===== config.mk =====
export PLATFORM = sky130hd
export DESIGN_NAME = task2_15_gate_flat
export DESIGN_NICKNAME = d
export VERILOG_FILES = /design/src/rtl/task2_15_gate_if.sv /design/src/rtl/task2_15_gate.sv /design/src/flat_wrapper.sv
export SDC_FILE = /design/constraint.sdc
export NUM_CORES = 1
export LEC_CHECK = 0
export ABC_AREA = 1
export ABC_CLOCK_PERIOD_IN_PS = 1400
export CAP_MARGIN = 40
export CORE_AREA = 2 2 45 47
export DETAILED_ROUTE_END_ITERATION = 12
export DIE_AREA = 0 0 47 49
export GPL_TIMING_DRIVEN = 1
export SKIP_CTS_REPAIR_TIMING = 1
export SLEW_MARGIN = 20
export SYNTH_ARGS = -nofsm -noshare
export SYNTH_HDL_FRONTEND = slang
export SYNTH_SLANG_ARGS = --single-unit

===== constraint.sdc =====
create_clock -name clk -period 1.4 [get_ports clk]
set_clock_uncertainty 0.1 [all_clocks]
set_input_delay 0.28 -clock clk [delete_from_list [all_inputs] [get_ports clk]]
set_output_delay 0.28 -clock clk [all_outputs]
set_load 0.005 [all_outputs]

===== src/rtl/task2_15_gate_if.sv =====
// Operand/result bundle for task2_15_gate: two 1-bit operands in, registered result
// and saturating transition count out.
interface task2_15_gate_if #(
    parameter int CNT_W = 8
);
    logic             in1;
    logic             in2;
    logic             out;
    logic [CNT_W-1:0] toggle_cnt;

    modport master (
        output in1,
        output in2,
        input  out,
        input  toggle_cnt
    );

    modport slave (
        input  in1,
        input  in2,
        output out,
        output toggle_cnt
    );
endinterface


===== src/rtl/task2_15_gate.sv =====
// Registered two-input gate with selectable Boolean function and saturating output-toggle counter.
// Define TASK2_15_SYNC_EN to insert a 2-flop synchronizer on each operand (latency 3 instead of 1).
module task2_15_gate #(
    parameter int FUNC  = 2,
    parameter int CNT_W = 8
) (
    input  logic           clk,
    input  logic           rst,
    task2_15_gate_if.slave bus
);

    if (FUNC < 0 || FUNC > 7) begin : g_bad_func
        $error("task2_15_gate: FUNC=%0d is outside 0..7", FUNC);
    end
    if (CNT_W < 1 || CNT_W > 32) begin : g_bad_cnt_w
        $error("task2_15_gate: CNT_W=%0d is outside 1..32", CNT_W);
    end

    function automatic logic eval_func(input logic a, input logic b);
        logic r;
        r = 1'b0;
        case (FUNC)
            0:       r = a & b;
            1:       r = a | b;
            2:       r = a ^ b;
            3:       r = ~(a & b);
            4:       r = ~(a | b);
            5:       r = ~(a ^ b);
            6:       r = a & ~b;
            7:       r = a;
            default: r = 1'b0;
        endcase
        return r;
    endfunction

    function automatic logic [CNT_W-1:0] sat_inc(input logic [CNT_W-1:0] c);
        return (&c) ? c : c + CNT_W'(1);
    endfunction

    logic a_p1;
    logic b_p1;

`ifdef TASK2_15_SYNC_EN
    logic in1_p0;
    logic in2_p0;
    logic in1_p1;
    logic in2_p1;

    // Synchronizer stages: p0 may go metastable, p1 is the settled copy.
    always_ff @(posedge clk) begin
        if (rst) begin
            in1_p0 <= 1'b0;
            in2_p0 <= 1'b0;
            in1_p1 <= 1'b0;
            in2_p1 <= 1'b0;
        end else begin
            in1_p0 <= bus.in1;
            in2_p0 <= bus.in2;
            in1_p1 <= in1_p0;
            in2_p1 <= in2_p0;
        end
    end

    assign a_p1 = in1_p1;
    assign b_p1 = in2_p1;
`else
    assign a_p1 = bus.in1;
    assign b_p1 = bus.in2;
`endif

    logic             res_p1;
    logic             out_p2;
    logic [CNT_W-1:0] cnt_p2;

    assign res_p1 = eval_func(a_p1, b_p1);

    // Output register: the counter compares the incoming result against the held output.
    always_ff @(posedge clk) begin
        if (rst) begin
            out_p2 <= 1'b0;
            cnt_p2 <= '0;
        end else begin
            out_p2 <= res_p1;
            if (res_p1 != out_p2) begin
                cnt_p2 <= sat_inc(cnt_p2);
            end
        end
    end

    assign bus.out        = out_p2;
    assign bus.toggle_cnt = cnt_p2;

endmodule


===== src/flat_wrapper.sv =====
// flat-port wrapper written by rule: the top's interface ports become plain ports
module task2_15_gate_flat 
#(
    parameter int FUNC  = 2,
    parameter int CNT_W = 8
)
  (clk, rst, bus_in1, bus_in2, bus_out, bus_toggle_cnt);
  task2_15_gate_if #(.CNT_W(CNT_W)) bus_i ();
  input  logic clk;
  input  logic rst;
  input wire logic [$bits(bus_i.in1)-1:0] bus_in1;
  input wire logic [$bits(bus_i.in2)-1:0] bus_in2;
  output wire logic [$bits(bus_i.out)-1:0] bus_out;
  output wire logic [$bits(bus_i.toggle_cnt)-1:0] bus_toggle_cnt;
  assign bus_i.in1 = bus_in1;
  assign bus_i.in2 = bus_in2;
  assign bus_out = bus_i.out;
  assign bus_toggle_cnt = bus_i.toggle_cnt;
  task2_15_gate #(.FUNC(FUNC), .CNT_W(CNT_W)) u_core (.clk(clk), .rst(rst), .bus(bus_i));
endmodule

==> results by group, run 1 <==
Placement
  • Port Buffer Count: 12
  • Post-Place Cells: about 140
  • Dpl cell area: between 700 and 800 um^2
  • Post-DP HPWL: a little under 1000 um
  • Routability Congestion: between 0.7 and 0.8

Logic synthesis
  • Mapped Cells: 96
  • Register bit count reported by yosys: 9
  • Ys Warns: 0
  • Synthesized area: about 590 um^2
  • Seq/Total Area, Yosys: between 30% and 40%
  • Post-Syn Nets: roughly 100
  • Avg Cell Area, Syn: 6.16 um^2
  • Cell variety after synth: 14

Worst setup path
  • CP Class: input port to flip-flop
  • CP dominant cell by count: nand2_1
  • Reg2Reg Depth: 8
  • Crit path DAT: about 1.4 ns
  • Crit-path cells: clkdlybuf4s50_1 -> inv_1 -> nand2_1 -> nand3_1 -> nand3_4 -> nand2_1 -> nand2_1 -> nor2_1
  • Required time worst endpoint: about 1.5 ns
  • CP top delay family: buffers and inverters
  • Reg2reg setup slack: around 0.1 ns
  • CP max FO: 7
  • Critical-path top delay cell: clkdlybuf4s50_1
  • Crit Reg-Reg Endpoint: u_core.bus.toggle_cnt[5]
  • Crit path buf inv count: 2
  • CP endpoint kind: flip-flop
  • Beginning of the worst register-to-register path: u_core.bus.toggle_cnt[1]
  • CP Launch Type: input port
  • Slowest stage delay, CP: ~0.5 ns
  • Worst path depth: 8

Floorplanning
  • Chip height: 49 um
  • Die extent in x: 47 um
  • Core area: between 1500 and 2000 um^2
  • Rows: 16
  • Top Ports: 13
  • Initial Utilization: roughly a third
  • Die ar.: 2300 um^2

Worst hold path
  • Hold Path Sink: u_core.bus.toggle_cnt[0]
  • Worst hold stages: 2
  • Worst Hold Class: flip-flop to flip-flop
  • Worst Hold Launch: u_core.bus.toggle_cnt[0]

STA
  • Fmax: around 750 MHz
  • RSZ-0062 raised after global routing: yes
  • Tcrit/Tclk final: 95.1%
  • Slew HR: between 80% and 90%
  • Setup-failing EPs final: 0
  • Min cycle time layout: around 1.3 ns
  • Final Hold Vio Count: 0
  • Slew Viols, Final: 0
  • Least-Margin Pin Slew: approximately 0.26 ns

Global route
  • Initial antenna violation count: 0
  • Pin count of the biggest net entering global routing: 9
  • First-pass GRT wire length: about 2100 um
  • Vias in the first global route: roughly 500
  • GRT overflow: 0
  • Total Routing Usage GR: between 10% and 20%

Power
  • P per Cell Area: ~850 nW/um^2
  • P_leak: about 0.00057 uW
  • VDD IR max: 0.326 mV
  • Pwr Total: ~760 uW

Finish
  • Area growth, synth to finish: 51.0%
  • Share of cells above drive strength 1: 22.5%
  • Layout Cells excl Fill: between 100 and 150
  • Final nets: 126
  • Finished Cell Area: approximately 890 um^2
  • Ant. Diodes: 0

Routing
  • # DRC: 0
  • Vias: 644
  • Drt wl/cell: 8.80 um
  • Antenna Nets Post-Route: 0
  • Final Routed Wirelength: between 1000 and 1500 um
  • First-pass iteration count of the detailed router: 4
  • Vias per cell: between 4 and 5
  • Initial DRC count: 10

Clock network
  • CTS tree: yes
  • Clock Sinks: 9
  • H-tree depth: 1
  • Clock Root Buffer: clkbuf_4
  • CTS Buf Count: 3
  • Clk slew on worst S/H paths: 0.07 ns
  • Clock Path Buffers: 2
  • Clock Latency Late Sink: 0.27 ns

Run status
  • Status: finished clean

Run
  • MaxCap Viol Count: 0
[registers in the layout, indices dropped and copies added (netlist names)]
signal                 cells
u_core.bus.toggle_cnt      8
u_core.bus.out             1
[layout by cell type, fill, tap and decap left out]
master,count
nand2_1,27
inv_1,15
nor2_1,15
nand3_1,13
dlymetal6s2s_1,9
buf_4,8
dfxtp_4,4
nand2_4,3
clkbuf_4,3
clkdlybuf4s50_1,3
dfxtp_1,3
nor2_4,2
a21oi_1,2
xor2_1,2
dfxtp_2,2
nand2_2,1
o21ai_1,1
nand3_4,1
nand4_1,1
nor2_2,1
o21ai_0,1
a21oi_2,1
ha_2,1
clkbuf_1,1
[report_power, final]
group          internal, uW  switching [uW]  total (uW)
Sequential              285            21.4         306
Combinational           118             117         235
Clock                   110             106         217
[cell type report]
| type | instances | area, um^2 |
|---|---|---|
| Tap cell | 27 | 33.8 |
| Sequential cell | 9 | 198 |
| Timing Repair Buffer | 20 | 203 |
| Fill cell | 203 | 948 |
| Inverter | 15 | 56.3 |
| Clock buffer | 4 | 26.3 |
| Multi-Input combinational cell | 72 | 377 |
[cell usage after synthesis, drive strengths merged]
cell type	number	area (um^2)
nand2	31	129
a21oi	3	15.0
inv	15	56.3
dfxtp	9	180
xor2	2	17.5
ha	1	12.5
o21ai	2	10.0
nor2	18	82.6
nand3	14	82.6
nand4	1	6.26
[tightest hold or removal path, stage by stage, from the launching register on]
cell and delay [ns]:
dfxtp_4 0.37, a21oi_1 0.04, nor2_1 0.09
[through the flow]
stage	TNS, ns	utilization, %	setup WS, ns	hold WS [ns]
final	0	48.5	0.0692	0.430
after global routing	-0.0189	48.5	-0.0172	0.459
after CTS	-1.31	44.8	-0.207	0.455
after detailed placement	-1.70	43.3	-0.237	0.452
after global placement	-1.29	43.3	-0.177	0.457
after floorplan	0	-	0.0667	0.252
[worst max path at each step]
stage	from	to	slack, ns
after detailed placement	bus_in1	u_core.bus.toggle_cnt[7]	-0.24
final	bus_in1	u_core.bus.toggle_cnt[5]	0.07
after global placement	bus_in1	u_core.bus.toggle_cnt[7]	-0.18
after CTS	u_core.bus.toggle_cnt[1]	bus_toggle_cnt[1]	-0.21
after floorplan	u_core.bus.toggle_cnt[0]	u_core.bus.toggle_cnt[3]	0.07
after global routing	u_core.bus.toggle_cnt[0]	u_core.bus.toggle_cnt[3]	-0.02
[cells by family after synthesis]
| group | count (synthesis) | synth area share [%] |
|---|---|---|
| AOI/OAI and AO/OA | 5 | 4.23 |
| xor gates and xnor gates | 2 | 2.96 |
| buffers and inverters | 15 | 9.51 |
| adders and majority gates | 1 | 2.11 |
| and+or+nand+nor | 64 | 50.7 |
| DFF | 9 | 30.4 |
[layer usage]
metal	track usage, %	vias up	part of all wire (%)
met5	0	-	0
li1	-	347	-
met2	17.6	15	45
met4	9.72	0	3.2
met1	16.7	277	47
met3	3.70	5	4.4
Power figures use the tool's default switching activity.
==> run 2, diff against run 1 <==
Settings changed: PLACE_DENSITY set to 0.57.
==> results by group, run 2 (synthesized netlist as in run 1, its figures left out) <==
Finish
  • Share of cells above drive strength 1: 22.5%
  • Max FFs per register: 8
  • Commonest cells after routing, fill and taps aside: nand2_1 (27), nor2_1 (16), inv_1 (15)
  • Ant. Diodes: 0
  • Final nets: 126
  • Commonest non-fill, non-tap cell in the layout: nand2_1
  • Area growth, synth to finish: 51.6%
  • Finished Cell Area: around 900 um^2

Worst setup path
  • CP max FO: 8
  • Required time worst endpoint: 1.45 ns
  • CP Launch Type: input port
  • Launch point of the worst path: bus_in1
  • Crit path DAT: between 1 and 1.5 ns
  • Beginning of the worst register-to-register path: u_core.bus.toggle_cnt[0]
  • CP endpoint kind: flip-flop
  • CP Class: input port to flip-flop

Clock network
  • CTS tree: yes
  • H-tree depth: 1
  • Clock Path Buffers: 2
  • Clock Sinks: 9
  • Clock Root Buffer: clkbuf_4
  • Clk slew on worst S/H paths: 0.06 ns
  • Clock Latency Late Sink: 0.26 ns
  • CTS Buf Count: 3

Routing
  • Vias per cell: 4.23
  • Initial DRC count: 9
  • First-pass iteration count of the detailed router: 4
  • # DRC: 0
  • Drt wl/cell: approximately 8.8 um
  • Vias: 622
  • Final Routed Wirelength: approximately 1300 um
  • Antenna Nets Post-Route: 0

Power
  • Register share of total power: between 40% and 50%
  • P_leak: ~0.00056 uW
  • Switching pwr: about 240 uW
  • Gate power share: between 30 and 40%
  • Switching Share: 31.4%
  • P per Cell Area: between 800 and 900 nW/um^2
  • VDD IR max: between 0.5 and 0.6 mV
  • Pwr Total: between 700 and 800 uW
  • Clock share of power: between 20 and 30%
  • P_int: 515 uW

Placement
  • Port Buffer Count: 12
  • Routability Congestion: around 0.75
  • Post-DP HPWL: approximately 950 um
  • Dpl cell area: between 700 and 800 um^2

STA
  • Min cycle time layout: ~1.3 ns
  • Fmax: between 700 and 800 MHz
  • Least-Margin Pin Slew: ~0.25 ns
  • Slew Viols, Final: 0
  • Final Hold Vio Count: 0
  • Setup-failing EPs final: 0
  • Tcrit/Tclk final: ~93%
  • Slew HR: between 80% and 90%

Global route
  • Initial antenna violation count: 0
  • GRT overflow: 0
  • Vias in the first global route: ~500
  • First-pass GRT wire length: approximately 2000 um
  • Total Routing Usage GR: 12.4%
  • Pin count of the biggest net entering global routing: 9

Floorplanning
  • Core area: around 1800 um^2
  • Die ar.: around 2300 um^2
  • Top Ports: 13
  • Initial Utilization: 32.1%
  • Die extent in x: roughly 47 um
  • Rows: 16
  • Chip height: 49 um

Worst hold path
  • Worst Hold Launch: u_core.bus.toggle_cnt[7]
  • Worst Hold Class: flip-flop to flip-flop

Run
  • MaxCap Viol Count: 0

Run status
  • Status: finished clean
[run 2: cell counts in the layout (fill, tap and decap cells not counted)]
No cell type changed its count.
[run 2: worst max-delay path, stage by stage]
cell and delay (ns):
clkdlybuf4s50_1 0.49, inv_1 0.06, nand2_1 0.09, nand3_1 0.12
nand2_4 0.14, nand3_1 0.07, nand2_1 0.06, nor2_1 0.04
[run 2: cell type report]
cell class,count,area [um^2]
Clock buffer,4,26.3
Sequential cell,9,199
Tap cell,27,33.8
Timing Repair Buffer,20,203
Multi-Input combinational cell,72,379
Fill cell,197,945
Inverter,15,56.3
[run 2: stage by stage]
stage	setup TNS (ns)	setup WS (ns)	instances	utilization [%]	hold WS, ns
detailed placement	-1.52	-0.216	140	42.5	0.458
finish	0	0.0986	147	48.7	0.452
global route	-0.0161	-0.00569	147	48.7	0.484
CTS	-1.39	-0.255	144	44.0	0.465
floorplan	0	0.0667	96	-	0.252
global placement	-1.32	-0.179	140	42.5	0.452
[run 2: worst paths after layout]
kind                               to  slack, ns  cells after the start
max reg2reg  u_core.bus.toggle_cnt[5]        0.1                      8
min reg2reg  u_core.bus.toggle_cnt[7]       0.45                      2
max          u_core.bus.toggle_cnt[4]        0.1                      8
min          u_core.bus.toggle_cnt[7]       0.45                      2
[run 2: per-layer routing]
metal  routed length (um)  GRT usage [%]  vias to the layer above
met2                  579           17.1                       11
met1                  621           16.8                      261
li1                     -              -                      346
met5                    0              0                        -
met4                   34           6.94                        0
met3                   52           3.33                        4
[run 2: power groups by stage]
stage / sequential (uW) / clock (uW) / combinational (uW)
final: 310 / 207 / 234
after global routing: 313 / 228 / 269
after global placement: 316 / 0 / 208
after detailed placement: 317 / 0 / 210
after floorplan: 320 / 0 / 107
after CTS: 311 / 211 / 211
==> run 3, diff against run 2 <==
Settings changed: SKIP_LAST_GASP set to 1.
==> results by group, run 3 (synthesized netlist as in run 1, its figures left out) <==
Placement
  • Post-DP HPWL: between 900 and 1000 um
  • Dpl cell area: 783 um^2
  • Port Buffer Count: 12
  • Routability Congestion: ~0.75
  • Post-Place Cells: 140

STA
  • Slew Viols, Final: 0
  • Min cycle time layout: ~1.5 ns
  • Setup slack after layout: -0.0684 ns
  • Fmax: roughly 680 MHz
  • Least-Margin Pin Slew: roughly 0.25 ns
  • Tcrit/Tclk final: 105%
  • Slew HR: a little over four fifths
  • Setup-failing EPs final: 1
  • RSZ-0062 raised after global routing: yes
  • Final Hold Vio Count: 0
  • Worst hold margin: ~0.45 ns

Worst setup path
  • Crit path DAT: approximately 1.1 ns
  • CP Launch Type: flip-flop
  • Slowest stage delay, CP: 0.49 ns
  • Required time worst endpoint: a little over 1 ns
  • CP Class: flip-flop to output port
  • Crit path buf inv count: 1
  • Critical-path top delay cell: clkdlybuf4s50_1
  • CP endpoint kind: output port
  • CP top delay family: buffers and inverters
  • CP max FO: 2
  • Crit-path cells: clkdlybuf4s50_1

Clock network
  • Clock Path Buffers: 2
  • CTS Buf Count: 3
  • CTS tree: yes
  • Clk slew on worst S/H paths: approximately 0.07 ns
  • Clock Latency Late Sink: between 0.2 and 0.3 ns
  • Clock Root Buffer: clkbuf_4
  • Clock Sinks: 9
  • H-tree depth: 1

Global route
  • GRT overflow: 0
  • First-pass GRT wire length: 2060 um
  • Vias in the first global route: between 500 and 600
  • Initial antenna violation count: 0
  • Total Routing Usage GR: 12.4%
  • Pin count of the biggest net entering global routing: 9

Finish
  • Ant. Diodes: 0
  • Share of cells above drive strength 1: between 20% and 30%
  • Layout Utilization: 48.6%
  • Layout Cells excl Fill: approximately 150
  • Finished Cell Area: approximately 890 um^2
  • Max FFs per register: 8
  • Area growth, synth to finish: 51.2%
  • Commonest cells after routing, fill and taps aside: nand2_1 (27), nor2_1 (16), inv_1 (15)
  • Final nets: roughly 130
  • Commonest non-fill, non-tap cell in the layout: nand2_1

Power
  • P_int: 516 uW
  • Register share of total power: 41.2%
  • Switching pwr: between 200 and 250 uW
  • VDD IR max: just over 0.5 mV
  • P per Cell Area: 841 nW/um^2
  • P_leak: ~0.00054 uW
  • Clock share of power: 27.5%
  • Switching Share: a little under a third
  • Gate power share: a little under a third

Floorplanning
  • Die extent in x: roughly 47 um
  • Core area: about 1800 um^2
  • Top Ports: 13
  • Initial Utilization: 32.1%
  • Die ar.: approximately 2300 um^2
  • Rows: 16
  • Chip height: around 49 um

Routing
  • Vias: 622
  • # DRC: 0
  • Initial DRC count: 9
  • Antenna Nets Post-Route: 0
  • First-pass iteration count of the detailed router: 4
  • Final Routed Wirelength: about 1300 um
  • Vias per cell: between 4 and 5
  • Drt wl/cell: 8.73 um

Run status
  • Status: finished, violations left
  • Violated checks: setup timing

Worst hold path
  • Worst Hold Class: flip-flop to flip-flop

Run
  • MaxCap Viol Count: 0
==> run 3: cell types whose count changed in the layout (fill, tap and decap cells not counted) <==
cell and change:
clkdlybuf4s50_1 +1, dlymetal6s2s_1 -1
==> run 3: final timing paths <==
path | slack, ns | to | start | depth (start not counted)
max | -0.07 | bus_toggle_cnt[2] | u_core.bus.toggle_cnt[2] | 1
max reg2reg | 0.10 | u_core.bus.toggle_cnt[5] | u_core.bus.toggle_cnt[0] | 8
min | 0.45 | u_core.bus.toggle_cnt[7] | u_core.bus.toggle_cnt[7] | 2
min reg2reg | 0.45 | u_core.bus.toggle_cnt[7] | u_core.bus.toggle_cnt[7] | 2
==> run 3: power groups by stage <==
stage	combinational (uW)	clock (uW)	sequential (uW)
2_1_floorplan	107	0	320
3_3_place_gp	208	0	316
3_5_place_dp	210	0	317
4_1_cts	211	211	311
5_1_grt	270	228	313
6_report	235	207	310
==> run 3: routing by layer <==
| layer | track usage (%) | share of wire, % | vias to the layer above |
|---|---|---|---|
| li1 | - | - | 346 |
| met1 | 16.8 | 48 | 261 |
| met2 | 17.1 | 45 | 11 |
| met3 | 3.33 | 4.0 | 4 |
| met4 | 6.94 | 2.6 | 0 |
| met5 | 0 | 0 | - |
==> run 3: metrics by stage <==
stage / total power, uW / setup TNS, ns / setup slack (ns)
2_1_floorplan: 427 / 0 / 0.0667
5_1_grt: 811 / -0.121 / -0.104
4_1_cts: 733 / -1.39 / -0.255
3_3_place_gp: 523 / -1.32 / -0.179
6_report: 752 / -0.0684 / -0.0684
3_5_place_dp: 527 / -1.52 / -0.216
==> run 3: cell type report <==
class / count / area, um^2
repair buffers: 20 / 200
multi-input cells: 72 / 379
inverters: 15 / 56.3
well taps: 27 / 33.8
flip-flops and latches: 9 / 199
clock buffers: 4 / 26.3
fillers: 198 / 947
